$ cat config.mk
export PLATFORM = sky130hd
export DESIGN_NAME = pc_unit
export DESIGN_NICKNAME = d
export VERILOG_FILES = /design/src/rtl/pc_unit.sv
export SDC_FILE = /design/constraint.sdc
export NUM_CORES = 1
export LEC_CHECK = 0
export BUFFER_PORTS_ARGS = -buffer_cell sky130_fd_sc_hd__buf_2
export CAP_MARGIN = 40
export CORE_MARGIN = 5
export CORE_UTILIZATION = 47
export CTS_BUF_LIST = sky130_fd_sc_hd__clkbuf_8
export CTS_CLUSTER_SIZE = 8
export DETAILED_ROUTE_END_ITERATION = 12
export HOLD_SLACK_MARGIN = 0.06
export PLACE_DENSITY = 0.82
export SETUP_SLACK_MARGIN = 0.1
export SKIP_LAST_GASP = 1
export SYNTH_ARGS = -nofsm -noshare
export SYNTH_HDL_FRONTEND = slang
export SYNTH_SLANG_ARGS = --single-unit
$ cat constraint.sdc
create_clock -name Clk -period 2.7 [get_ports Clk]
set_input_delay 0.54 -clock Clk [delete_from_list [all_inputs] [get_ports Clk]]
set_output_delay 0.54 -clock Clk [all_outputs]
set_load 0.05 [all_outputs]
$ cat src/rtl/pc_unit.sv
// pc_unit: program-counter unit at the head of instruction fetch.
//
// Holds the PC register and computes the sequential successor PC + STEP.
// Each cycle it picks the next PC from the sequential path, a branch target,
// a jump target or the return-address stack. The priority, highest first, is
// Stall (hold), Ret, Jump, BranchTaken, then sequential.
//
// Optional feature macro: PC_UNIT_RAS_EN
//   defined   : circular return-address stack of RAS_DEPTH entries.
//               Jump & Call pushes PCPlus. Ret pops into PC.
//   undefined : no stack storage is built. Call is ignored. Ret keeps its
//               priority slot but acts as a sequential step.
//               RASEmpty=1, RASFull=0, RetUnderflow=0.
//
// Parameters
//   WIDTH        PC / target width
//   STEP         sequential increment
//   RESET_VECTOR PC value loaded on reset
//   RAS_DEPTH    stack entries (power of two, >= 2)
//
// Ports
//   Clk          in   rising-edge clock
//   Reset        in   asynchronous active-low reset
//   Stall        in   freeze PC and stack this cycle
//   BranchTaken  in   redirect to BranchTarget
//   BranchTarget in   WIDTH
//   Jump         in   redirect to JumpTarget
//   JumpTarget   in   WIDTH
//   Call         in   qualifies Jump as a call (push PCPlus)
//   Ret          in   redirect to stack top and pop
//   PC           out  WIDTH, registered current PC
//   PCPlus       out  WIDTH, PC + STEP (wraps, carry discarded)
//   RASEmpty     out  stack holds no entries
//   RASFull      out  stack holds RAS_DEPTH entries
//   RetUnderflow out  one-cycle pulse after a Ret accepted while empty

module pc_unit #(
    parameter int               WIDTH        = 32,
    parameter logic [WIDTH-1:0] STEP         = WIDTH'(4),
    parameter logic [WIDTH-1:0] RESET_VECTOR = '0,
    parameter int               RAS_DEPTH    = 4
) (
    input  logic             Clk,
    input  logic             Reset,
    input  logic             Stall,
    input  logic             BranchTaken,
    input  logic [WIDTH-1:0] BranchTarget,
    input  logic             Jump,
    input  logic [WIDTH-1:0] JumpTarget,
    input  logic             Call,
    input  logic             Ret,
    output logic [WIDTH-1:0] PC,
    output logic [WIDTH-1:0] PCPlus,
    output logic             RASEmpty,
    output logic             RASFull,
    output logic             RetUnderflow
);

    logic [WIDTH-1:0] pc_q;
    logic [WIDTH-1:0] pc_d;
    logic [WIDTH-1:0] pc_plus;

    // Same width on both operands, so the carry out is simply dropped.
    assign pc_plus = pc_q + STEP;

`ifdef PC_UNIT_RAS_EN
    localparam int PTR_W = $clog2(RAS_DEPTH);
    localparam int CNT_W = $clog2(RAS_DEPTH + 1);
    localparam logic [CNT_W-1:0] CNT_MAX = CNT_W'(RAS_DEPTH);

    // ptr_q is the next free slot. The top of the stack is at ptr_q - 1.
    // A push when full lands on the oldest entry, which gives the circular
    // overwrite without any extra logic.
    logic [WIDTH-1:0] ras_mem_q [RAS_DEPTH];
    logic [PTR_W-1:0] ptr_q;
    logic [PTR_W-1:0] ptr_d;
    logic [CNT_W-1:0] cnt_q;
    logic [CNT_W-1:0] cnt_d;
    logic             underflow_q;
    logic             underflow_d;
    logic             push;
    logic             pop;
    logic             ras_empty;
    logic [WIDTH-1:0] ras_top;

    assign ras_empty = (cnt_q == '0);
    assign ras_top   = ras_mem_q[ptr_q - 1'b1];

    always_comb begin
        pc_d        = pc_q;
        push        = 1'b0;
        pop         = 1'b0;
        underflow_d = 1'b0;
        if (!Stall) begin
            if (Ret) begin
                // A Call in the same cycle is dropped: Ret wins outright.
                if (!ras_empty) begin
                    pc_d = ras_top;
                    pop  = 1'b1;
                end else begin
                    pc_d        = pc_plus;
                    underflow_d = 1'b1;
                end
            end else if (Jump) begin
                pc_d = JumpTarget;
                push = Call;
            end else if (BranchTaken) begin
                pc_d = BranchTarget;
            end else begin
                pc_d = pc_plus;
            end
        end
    end

    always_comb begin
        ptr_d = ptr_q;
        cnt_d = cnt_q;
        if (push) begin
            ptr_d = ptr_q + 1'b1;
            if (cnt_q != CNT_MAX) begin
                cnt_d = cnt_q + 1'b1;
            end
        end else if (pop) begin
            ptr_d = ptr_q - 1'b1;
            cnt_d = cnt_q - 1'b1;
        end
    end

    always_ff @(posedge Clk or negedge Reset) begin
        if (!Reset) begin
            pc_q        <= RESET_VECTOR;
            ptr_q       <= '0;
            cnt_q       <= '0;
            underflow_q <= 1'b0;
        end else begin
            pc_q        <= pc_d;
            ptr_q       <= ptr_d;
            cnt_q       <= cnt_d;
            underflow_q <= underflow_d;
        end
    end

    // Entry storage carries no reset; an entry is never read before a push
    // has written it, because the count gates every pop.
    always_ff @(posedge Clk) begin
        if (push) begin
            ras_mem_q[ptr_q] <= pc_plus;
        end
    end

    assign RASEmpty     = ras_empty;
    assign RASFull      = (cnt_q == CNT_MAX);
    assign RetUnderflow = underflow_q;

`else
    // Ret still outranks Jump and BranchTaken, but it only steps sequentially.
    always_comb begin
        pc_d = pc_q;
        if (!Stall) begin
            if (Ret) begin
                pc_d = pc_plus;
            end else if (Jump) begin
                pc_d = JumpTarget;
            end else if (BranchTaken) begin
                pc_d = BranchTarget;
            end else begin
                pc_d = pc_plus;
            end
        end
    end

    always_ff @(posedge Clk or negedge Reset) begin
        if (!Reset) begin
            pc_q <= RESET_VECTOR;
        end else begin
            pc_q <= pc_d;
        end
    end

    // Call and RAS_DEPTH have no function in this build.
    logic unused_cfg;
    assign unused_cfg = Call ^ (RAS_DEPTH == 0);

    assign RASEmpty     = 1'b1;
    assign RASFull      = 1'b0;
    assign RetUnderflow = 1'b0;
`endif

    assign PC     = pc_q;
    assign PCPlus = pc_plus;

endmodule

==> impl_metrics.csv, run 1 <==
group,metric,value,unit
placement,io_buffers,133,
global_route,grt_pass1_wl,15.2,mm
clock_tree,numCtsBuffers,5,
critical_path,cp.required,2.16,ns
critical_path,arrival,2.06,ns
synthesis,yosysTopAreaCell,"dfrtp_1",
sta,fin_setup_tns,0,ns
sta,skew,0.0108,ns
final_layout,fillerInstances,382,
sta,fin_crit_sh,96.5,%
sta,clock.fmax,384,MHz
clock_tree,cts_tree,"yes",
clock_tree,cts-root-buf,"clkbuf_8",
synthesis,yosys_most_used_dff,"dfrtp_1",
synthesis,synth_area_leaders,"dfrtp_1 30%, a22oi_1 7.2%, xnor2_1 6.5%, nor2_1 5.3%, a21oi_1 4.1%",
final_layout,largest_reg_flops,32,
global_route,grt_pass1_vias,3077,
global_route,antenna_found_initial,0,
final_layout,nets,577,
clock_tree,cts.sinks,32,
sta,worst_slew_pin_slew,0.752,ns
synthesis,ys_ff_latch,32,
drt,dr.pass1.iters,5,
synthesis,synth-async-reset-ratio,100,%
placement,hpwlAfterDp,6.78,mm
drt,initialDrtViolationCount,316,
synthesis,synth_area,0.00270,sq mm
final_layout,drive_gt1_share,55.3,%
synthesis,yosys-top-cells-count,"38 x nor2_1, 32 x dfrtp_1, 26 x a22oi_1, 22 x a21oi_1, 21 x nand2_1",
placement,placed_area,0.00374,sq mm
sta,rsz0062_at_grt,"yes",
synthesis,syn_inst,328,
power,p_per_area,636,mW/mm^2
floorplan,start_util,48.7,%
final_layout,final_cells,578,
floorplan,die_h,85.8,um
critical_path,cp_max_fo,4,
critical_path,path_class,"flop to output pin",
drt,route.detailed.drc,0,
clock_tree,cts_buffer_depth,2,
final_layout,n_antenna_cell,0,
global_route,grtUsageTotal,25.7,%
final_layout,area_growth,61.1,%
drt,vias_per_cell,5.94,
outcome,outcome,"completed",
sta,final-setup-viol-count,0,
synthesis,avgSynthCellArea,8.22,sq um
drt,wirelength,10.7,mm
final_layout,fin_area,0.00435,sq mm
global_route,grt_max_degree,33,
sta,period_needed,2.60,ns
floorplan,ios,138,
job,max_cap_violations,0,
placement,post-place-ws,0.204,ns
placement,gp_congestion,0.884,
floorplan,core,0.00554,sq mm
synthesis,yosysSeqAreaShare,29.7,%
drt,wire_per_inst,18.6,um
clock_tree,h-tree-depth,2,
power,irDropWorstVdd,0.477,mV
hold_path,hold_class,"primary input to async pin",
clock_tree,clk_latency,0.29,ns
floorplan,die_w,85.8,um
power,power.leakage,2.13,nW
sta,fin_ws,0.0955,ns
clock_tree,clkTransAtPathRegs,0.07,ns
critical_path,rrSetupSlack,0.58,ns
synthesis,ys_types,52,
global_route,grt.overflow.total,0,
drt,dr_total_vias,3436,
sta,hold_violations,0,
synthesis,synth_top_cell_area_share,29.7,%
clock_tree,ctsHoldBuffers,0,
synthesis,ys.warnings.count,0,
sta,finalMaxSlewViolations,0,
synthesis,synth_edf_count,0,
sta,maxSlewHeadroom,49.8,%
critical_path,critPathLaunchType,"flop",
floorplan,row_count,27,
drt,antenna_left,0,
placement,dpl.cell_count,522,
synthesis,synth_most_common_cell,"nor2_1",
critical_path,worstSetupEndpointType,"output pin",
floorplan,die_area,0.00735,sq mm
==> worst paths after layout <==
check / to / depth (start not counted) / startpoint
worst max-delay path: PCPlus[30] / 5 / PC[11]
worst min-delay path: PC[8] / 1 / Reset
worst max register to register: PC[28] / 8 / PC[7]
worst min register to register: PC[21] / 2 / PC[21]
max in group asynchronous: PC[6] / 1 / Reset
min in group Clk: PC[21] / 2 / PC[21]
==> layout make-up <==
cell class,count,area (sq um),share of cell area (%)
clock buffers,5,68.8,1.58
multi-input cells,257,2060,47.4
clock inverters,3,12.5,0.288
inverters,9,33.8,0.777
well taps,72,90.1,2.07
flip-flops and latches,32,830,19.1
repair buffers,200,1250,28.8
==> report_power, final <==
part | switching, mW | internal [mW] | leakage (nW)
Sequential | 0.117 | 0.576 | 0.363
Combinational | 1.14 | 0.571 | 1.72
Clock | 0.189 | 0.173 | 0.0505
Total | 1.44 | 1.32 | 2.13
==> critical path, stage by stage (launching register included) <==
cell,delay (ns)
dfrtp_2,0.43
and4_4,0.29
nand3_4,0.09
or4b_4,0.59
xnor2_4,0.19
buf_6,0.18
==> stage by stage <==
| stage | power, mW | util (%) | hold slack [ns] |
|---|---|---|---|
| 3_5_place_dp | 2.15 | 67.5 | 0.550 |
| 5_1_grt | 2.87 | 78.5 | 0.353 |
| 2_1_floorplan | 1.81 | - | 0.244 |
| 3_3_place_gp | 2.12 | 67.5 | 0.537 |
| 4_1_cts | 2.58 | 71.8 | 0.331 |
| 6_report | 2.76 | 78.5 | 0.320 |
==> metal layers <==
| layer | GRT usage (%) | wire (um) | vias up |
|---|---|---|---|
| li1 | - | - | 1554 |
| met1 | 32.2 | 4070 | 1663 |
| met2 | 44.9 | 5520 | 189 |
| met3 | 5.19 | 879 | 30 |
| met4 | 7.19 | 254 | 0 |
| met5 | 0 | 0 | - |
==> layout by cell type, fill, tap and decap left out, drive strengths merged, types with 4 or more instances in the layout <==
cell type  synthesis  routed
a21oi             22      22
a221o              7       7
a22oi             26      26
and3               8       8
buf               20     197
clkbuf            11       8
dfrtp             32      32
inv                9      11
nand2             21      21
nand2b             7       7
nand3             10      10
nand4              8       8
nor2              38      38
nor3               4       4
nor4               4       4
o21ai             20      20
o21bai             7       7
o32a               9       9
xnor2             20      20
xor2               8       8
==> logic make-up after synthesis <==
kind of cell    share of synthesized area (%)
simple gates                             24.7
compound gates                           28.6
buf+inv                                  6.82
flops                                    29.7
xor+xnor                                 9.09
other cells                             0.278
fa+ha+maj                               0.464
mux                                     0.371
==> timing repair <==
item                                    CTS  global route
pin swaps                                 5            14
endpoints found under the setup margin   13            15
gates resized for setup                  20            24
buffers inserted                         14            34
Power figures use the tool's default switching activity.
==> inputs of run 2 (changes only) <==
--- a/config.mk
+++ b/config.mk
@@ -8,14 +8,15 @@
 export BUFFER_PORTS_ARGS = -buffer_cell sky130_fd_sc_hd__buf_2
 export CAP_MARGIN = 40
 export CORE_MARGIN = 5
-export CORE_UTILIZATION = 47
+export CORE_UTILIZATION = 51
 export CTS_BUF_LIST = sky130_fd_sc_hd__clkbuf_8
 export CTS_CLUSTER_SIZE = 8
 export DETAILED_ROUTE_END_ITERATION = 12
 export HOLD_SLACK_MARGIN = 0.06
-export PLACE_DENSITY = 0.82
+export PLACE_DENSITY = 0.88
 export SETUP_SLACK_MARGIN = 0.1
 export SKIP_LAST_GASP = 1
+export SLEW_MARGIN = 15
 export SYNTH_ARGS = -nofsm -noshare
 export SYNTH_HDL_FRONTEND = slang
 export SYNTH_SLANG_ARGS = --single-unit
==> constraint.sdc (replaced) <==
create_clock -name Clk -period 3.2 [get_ports Clk]
set_input_delay 0.64 -clock Clk [delete_from_list [all_inputs] [get_ports Clk]]
set_output_delay 0.64 -clock Clk [all_outputs]
set_load 0.05 [all_outputs]
==> impl_metrics.csv, run 2 (synthesis results as in run 1) <==
group,metric,value,unit
floorplan,start_util,52.8,%
sta,skew,0.00633,ns
global_route,grtUsageTotal,25.8,%
global_route,met2_usage,44.2,%
global_route,grt_pass1_wl,13.5,mm
sta,maxSlewHeadroom,48.8,%
clock_tree,cts-root-buf,"clkbuf_8",
placement,hpwlAfterDp,6.20,mm
global_route,antenna_found_initial,0,
floorplan,die_w,82.7,um
drt,route.detailed.drc,0,
floorplan,row_count,26,
critical_path,arrival,2.33,ns
global_route,grt.overflow.total,0,
power,p_per_area,574,mW/mm^2
clock_tree,cts_tree,"yes",
global_route,grt.busiest_layer,"met2",
placement,io_buffers,133,
power,clockPowerShare,16.0,%
drt,dr.pass1.iters,4,
power,finalPower,2.05,mW
clock_tree,cts_buffer_depth,2,
sta,period_needed,2.97,ns
sta,fin_crit_sh,92.7,%
floorplan,die_area,0.00684,sq mm
critical_path,rrSetupSlack,1.00,ns
final_layout,nets,519,
critical_path,slowest_delay,0.61,ns
drt,antenna_left,0,
sta,hold_violations,0,
critical_path,path_class,"flop to output pin",
critical_path,crit_path_top_delay_cell,"or4b_4",
sta,fin_setup_tns,0,ns
final_layout,final_common_cell,"buf_2",
critical_path,cp_max_fo,7,
final_layout,fillerInstances,415,
critical_path,path_buf_inv,1,
drt,wire_per_inst,16.6,um
critical_path,worstSetupEndpointType,"output pin",
floorplan,die_h,82.7,um
floorplan,ios,138,
final_layout,area.sequential,802,sq um
global_route,grt_max_degree,37,
power,power.leakage,1.76,nW
global_route,grt_pass1_vias,2826,
clock_tree,cts.sinks,32,
drt,vias_per_cell,5.77,
power,seqPwrFrac,30.2,%
critical_path,critPathLaunchType,"flop",
sta,worst_slew_pin_slew,0.768,ns
final_layout,largest_reg_flops,32,
clock_tree,numCtsBuffers,5,
critical_path,cpLargestDelayFamily,"simple AND/OR/NAND/NOR gates",
power,swShare,54.2,%
clock_tree,h-tree-depth,2,
outcome,outcome,"completed",
final_layout,final_cell_mix,"132 x buf_2, 37 x nor2_1, 31 x dfrtp_1",
drt,initialDrtViolationCount,250,
clock_tree,ctsHoldBuffers,0,
sta,finalMaxSlewViolations,0,
critical_path,cp.required,2.56,ns
power,p_int,0.938,mW
clock_tree,clk_latency,0.29,ns
sta,rsz0062_at_grt,"yes",
final_layout,multi_input_area,0.00182,sq mm
power,share_comb_of_total_power,53.8,%
global_route,grtUsageMet1,33.0,%
placement,gp_congestion,0.852,
final_layout,n_antenna_cell,0,
final_layout,area_growth,32.4,%
critical_path,path_cells,"and3_1 -> nand4_4 -> or4b_4 -> xnor2_2 -> buf_2",
power,irDropWorstVdd,0.377,mV
power,switchingPower,1.11,mW
clock_tree,clkTransAtPathRegs,0.07,ns
sta,clock.fmax,337,MHz
job,max_cap_violations,0,
drt,wirelength,8.58,mm
sta,final-setup-viol-count,0,
hold_path,hold_class,"primary input to async pin",
drt,dr_total_vias,2987,
floorplan,core,0.00511,sq mm
global_route,met3_usage,4.99,%
final_layout,drive_gt1_share,41.1,%
-- run 2: path summary, 6_finish.rpt --
check / startpoint / end / cells past startpoint
hold / removal: Reset / PC[2] / 1
min in group Clk: PC[0] / PC[0] / 2
hold reg to reg: PC[0] / PC[0] / 2
setup / recovery: PC[22] / PCPlus[30] / 5
max in group asynchronous: Reset / PC[2] / 1
setup reg to reg: PC[3] / PC[18] / 7
-- run 2: cell type report --
| type | instances | share of cell area, % |
|---|---|---|
| inverters | 9 | 0.946 |
| clock inverters | 2 | 0.280 |
| clock buffers | 6 | 2.31 |
| flip-flops and latches | 32 | 22.5 |
| repair buffers | 142 | 20.6 |
| well taps | 70 | 2.45 |
| multi-input cells | 257 | 50.9 |
-- run 2: layer usage --
| layer | routed length (um) | vias up |
|---|---|---|
| li1 | - | 1430 |
| met3 | 745 | 16 |
| met1 | 3390 | 1417 |
| met5 | 0 | - |
| met4 | 143 | 0 |
| met2 | 4310 | 124 |
-- run 2: what timing repair did --
action / CTS / global route
endpoints found under the setup margin: 3 / 8
pin swaps: 1 / 1
gates resized for setup: 1 / 4
setup buffers: 2 / 2
-- run 2: per-stage QoR --
| stage | instances | area (sq um) | hold slack (ns) | utilization, % | worst slack, ns |
|---|---|---|---|---|---|
| final | 518 | 3570 | 0.425 | 69.9 | 0.235 |
| after global routing | 518 | 3570 | 0.486 | 69.9 | 0.0909 |
| after CTS | 516 | 3540 | 0.444 | 69.4 | 0.115 |
| after detailed placement | 506 | 3430 | 0.553 | 67.2 | 0.335 |
| after global placement | 506 | 3430 | 0.537 | 67.2 | 0.393 |
| after floorplan | 329 | 2790 | 0.344 | - | 0.0710 |
-- run 2: power by group through the flow --
stage	combinational (mW)	clock (mW)	sequential [mW]
final	1.10	0.328	0.618
after detailed placement	1.10	0	0.619
after CTS	1.10	0.334	0.612
after global routing	1.16	0.354	0.636
after floorplan	0.625	0	0.833
after global placement	1.08	0	0.612
-- run 2: worst reg2reg max path, delay by kind of cell, from the launching register on --
| family | cells | cell delay (ns) |
|---|---|---|
| DFF | 1 | 0.44 |
| AOI/OAI and AO/OA | 2 | 0.51 |
| adders and majority gates | 1 | 0.27 |
| buffers and inverters | 1 | 0.20 |
| and+or+nand+nor | 3 | 0.69 |
==> inputs of run 3 (changes only) <==
--- a/config.mk
+++ b/config.mk
@@ -14,6 +14,7 @@
 export DETAILED_ROUTE_END_ITERATION = 12
 export HOLD_SLACK_MARGIN = 0.06
 export PLACE_DENSITY = 0.88
+export RECOVER_POWER = 50
 export SETUP_SLACK_MARGIN = 0.1
 export SKIP_LAST_GASP = 1
 export SLEW_MARGIN = 15
==> impl_metrics.csv, run 3 (synthesis results as in run 1) <==
group,metric,value,unit
clock_tree,numCtsBuffers,5,
critical_path,cp_max_fo,18,
floorplan,die_w,82.7,um
hold_path,hold_class,"flop to flop",
global_route,grtUsageTotal,25.8,%
global_route,grt_pass1_wl,13.5,mm
floorplan,row_count,26,
sta,worst_slew_pin_slew,1.82,ns
final_layout,multi_input_area,0.00182,sq mm
sta,hold_violations,0,
global_route,grt_pass1_vias,2826,
clock_tree,h-tree-depth,2,
final_layout,area.sequential,802,sq um
sta,skew,0.00733,ns
critical_path,cpLargestDelayFamily,"simple AND/OR/NAND/NOR gates",
clock_tree,clkTransAtPathRegs,0.07,ns
global_route,grt.overflow.total,0,
clock_tree,cts_buffer_depth,2,
power,p_per_area,575,mW/mm^2
sta,fin_crit_sh,92.8,%
critical_path,path_buf_inv,1,
placement,hpwlAfterDp,6.20,mm
final_layout,nets,519,
final_layout,area_growth,31.1,%
power,finalPower,2.03,mW
outcome,outcome,"complete, but fails checks",
drt,antenna_left,0,
sta,period_needed,2.97,ns
drt,vias_per_cell,5.85,
sta,clock.fmax,337,MHz
sta,final-setup-viol-count,0,
clock_tree,cts-root-buf,"clkbuf_8",
floorplan,core,0.00511,sq mm
critical_path,worstSetupEndpointType,"flop",
final_layout,drive_gt1_share,34.6,%
floorplan,die_h,82.7,um
floorplan,die_area,0.00684,sq mm
global_route,antenna_found_initial,0,
drt,dr.pass1.iters,6,
critical_path,path_class,"primary input to flop",
sta,maxSlewHeadroom,-21.2,%
floorplan,ios,138,
sta,finalMaxSlewViolations,33,
clock_tree,cts.sinks,32,
final_layout,fillerInstances,435,
drt,route.detailed.drc,0,
critical_path,slowest_delay,0.96,ns
placement,gp_congestion,0.852,
final_layout,n_antenna_cell,0,
drt,wirelength,8.62,mm
drt,wire_per_inst,16.6,um
sta,hold_slack,0.570,ns
drt,initialDrtViolationCount,257,
critical_path,cp.required,3.39,ns
final_layout,final_common_cell,"buf_2",
critical_path,path_cells,"buf_2 -> or2_0 -> nand2b_1 -> o32a_1 -> o21ai_0",
power,irDropWorstVdd,0.378,mV
drt,dr_total_vias,3032,
final_layout,largest_reg_flops,32,
final_layout,final_cell_mix,"104 x buf_2, 37 x nor2_1, 31 x dfrtp_1",
clock_tree,ctsHoldBuffers,0,
sta,rsz0062_at_grt,"yes",
job,max_cap_violations,1,
floorplan,start_util,52.8,%
global_route,grt_max_degree,37,
power,power.leakage,1.68,nW
critical_path,arrival,3.16,ns
clock_tree,cts_tree,"yes",
sta,fin_setup_tns,0,ns
clock_tree,clk_latency,0.29,ns
critical_path,critPathLaunchType,"primary input",
outcome,violations,"capacitance limit, slew limit",
placement,io_buffers,133,
critical_path,crit_path_top_delay_cell,"or2_0",
[run 3: cell count changes in the layout (fill, tap and decap cells not counted)]
| cell | previous run | this run |
|---|---|---|
| buf_2 | 132 | 104 |
| clkbuf_1 | 0 | 28 |
| or2_0 | 0 | 1 |
| or2_2 | 3 | 2 |
[run 3: what timing repair did]
item,4_1_cts,5_1_grt
pin swaps,1,1
setup buffers,2,2
resized for setup,1,4
endpoints found under the setup margin,3,8
endpoints found under the hold margin,0,0
[run 3: worst paths after layout]
check	to	cells after the start	slack (ns)	from
max	PC[18]	5	0.23	Ret
min	PC[0]	2	0.57	PC[0]
max reg2reg	PC[18]	7	1.00	PC[3]
min reg2reg	PC[0]	2	0.57	PC[0]
max in group asynchronous	PC[2]	1	1.19	Reset
min in group asynchronous	PC[2]	1	0.84	Reset
[run 3: metrics by stage]
step	std cells	area [sq um]	util (%)	setup slack [ns]
after floorplan	329	2790	-	0.0710
after global placement	506	3430	67.2	0.393
after detailed placement	506	3430	67.2	0.335
after CTS	516	3540	69.4	0.115
after global routing	518	3540	69.2	0.0861
final	518	3540	69.2	0.231
[run 3: where the power goes]
group	internal (mW)	switching [mW]	total, mW	leakage (nW)
clock	0.172	0.156	0.328	0.0510
combinational	0.275	0.812	1.09	1.24
sequential	0.475	0.144	0.619	0.387
[run 3: area by class of cell]
class / instances / share of cell area [%]
clock buffer: 6 / 2.34
clock inverter: 2 / 0.283
inverter: 9 / 0.955
multi-input combinational: 257 / 51.5
sequential: 32 / 22.7
tap: 70 / 2.48
timing repair buffer: 142 / 19.8
[run 3: worst reg2reg max path, cell delays in order (launching register included)]
cell     delay, ns
dfrtp_1       0.44
ha_2          0.27
nand3_2       0.17
nor4_4        0.31
buf_4         0.20
nand4_1       0.21
o32a_1        0.41
o21ai_0       0.10
[run 3: per-layer routing]
| layer | up-vias | global-route usage, % | share of wire [%] |
|---|---|---|---|
| met5 | - | 0 | 0 |
| met4 | 0 | 7.52 | 1.5 |
| met3 | 15 | 4.99 | 7.6 |
| met2 | 129 | 44.2 | 50 |
| met1 | 1451 | 33.0 | 40 |
| li1 | 1437 | - | - |
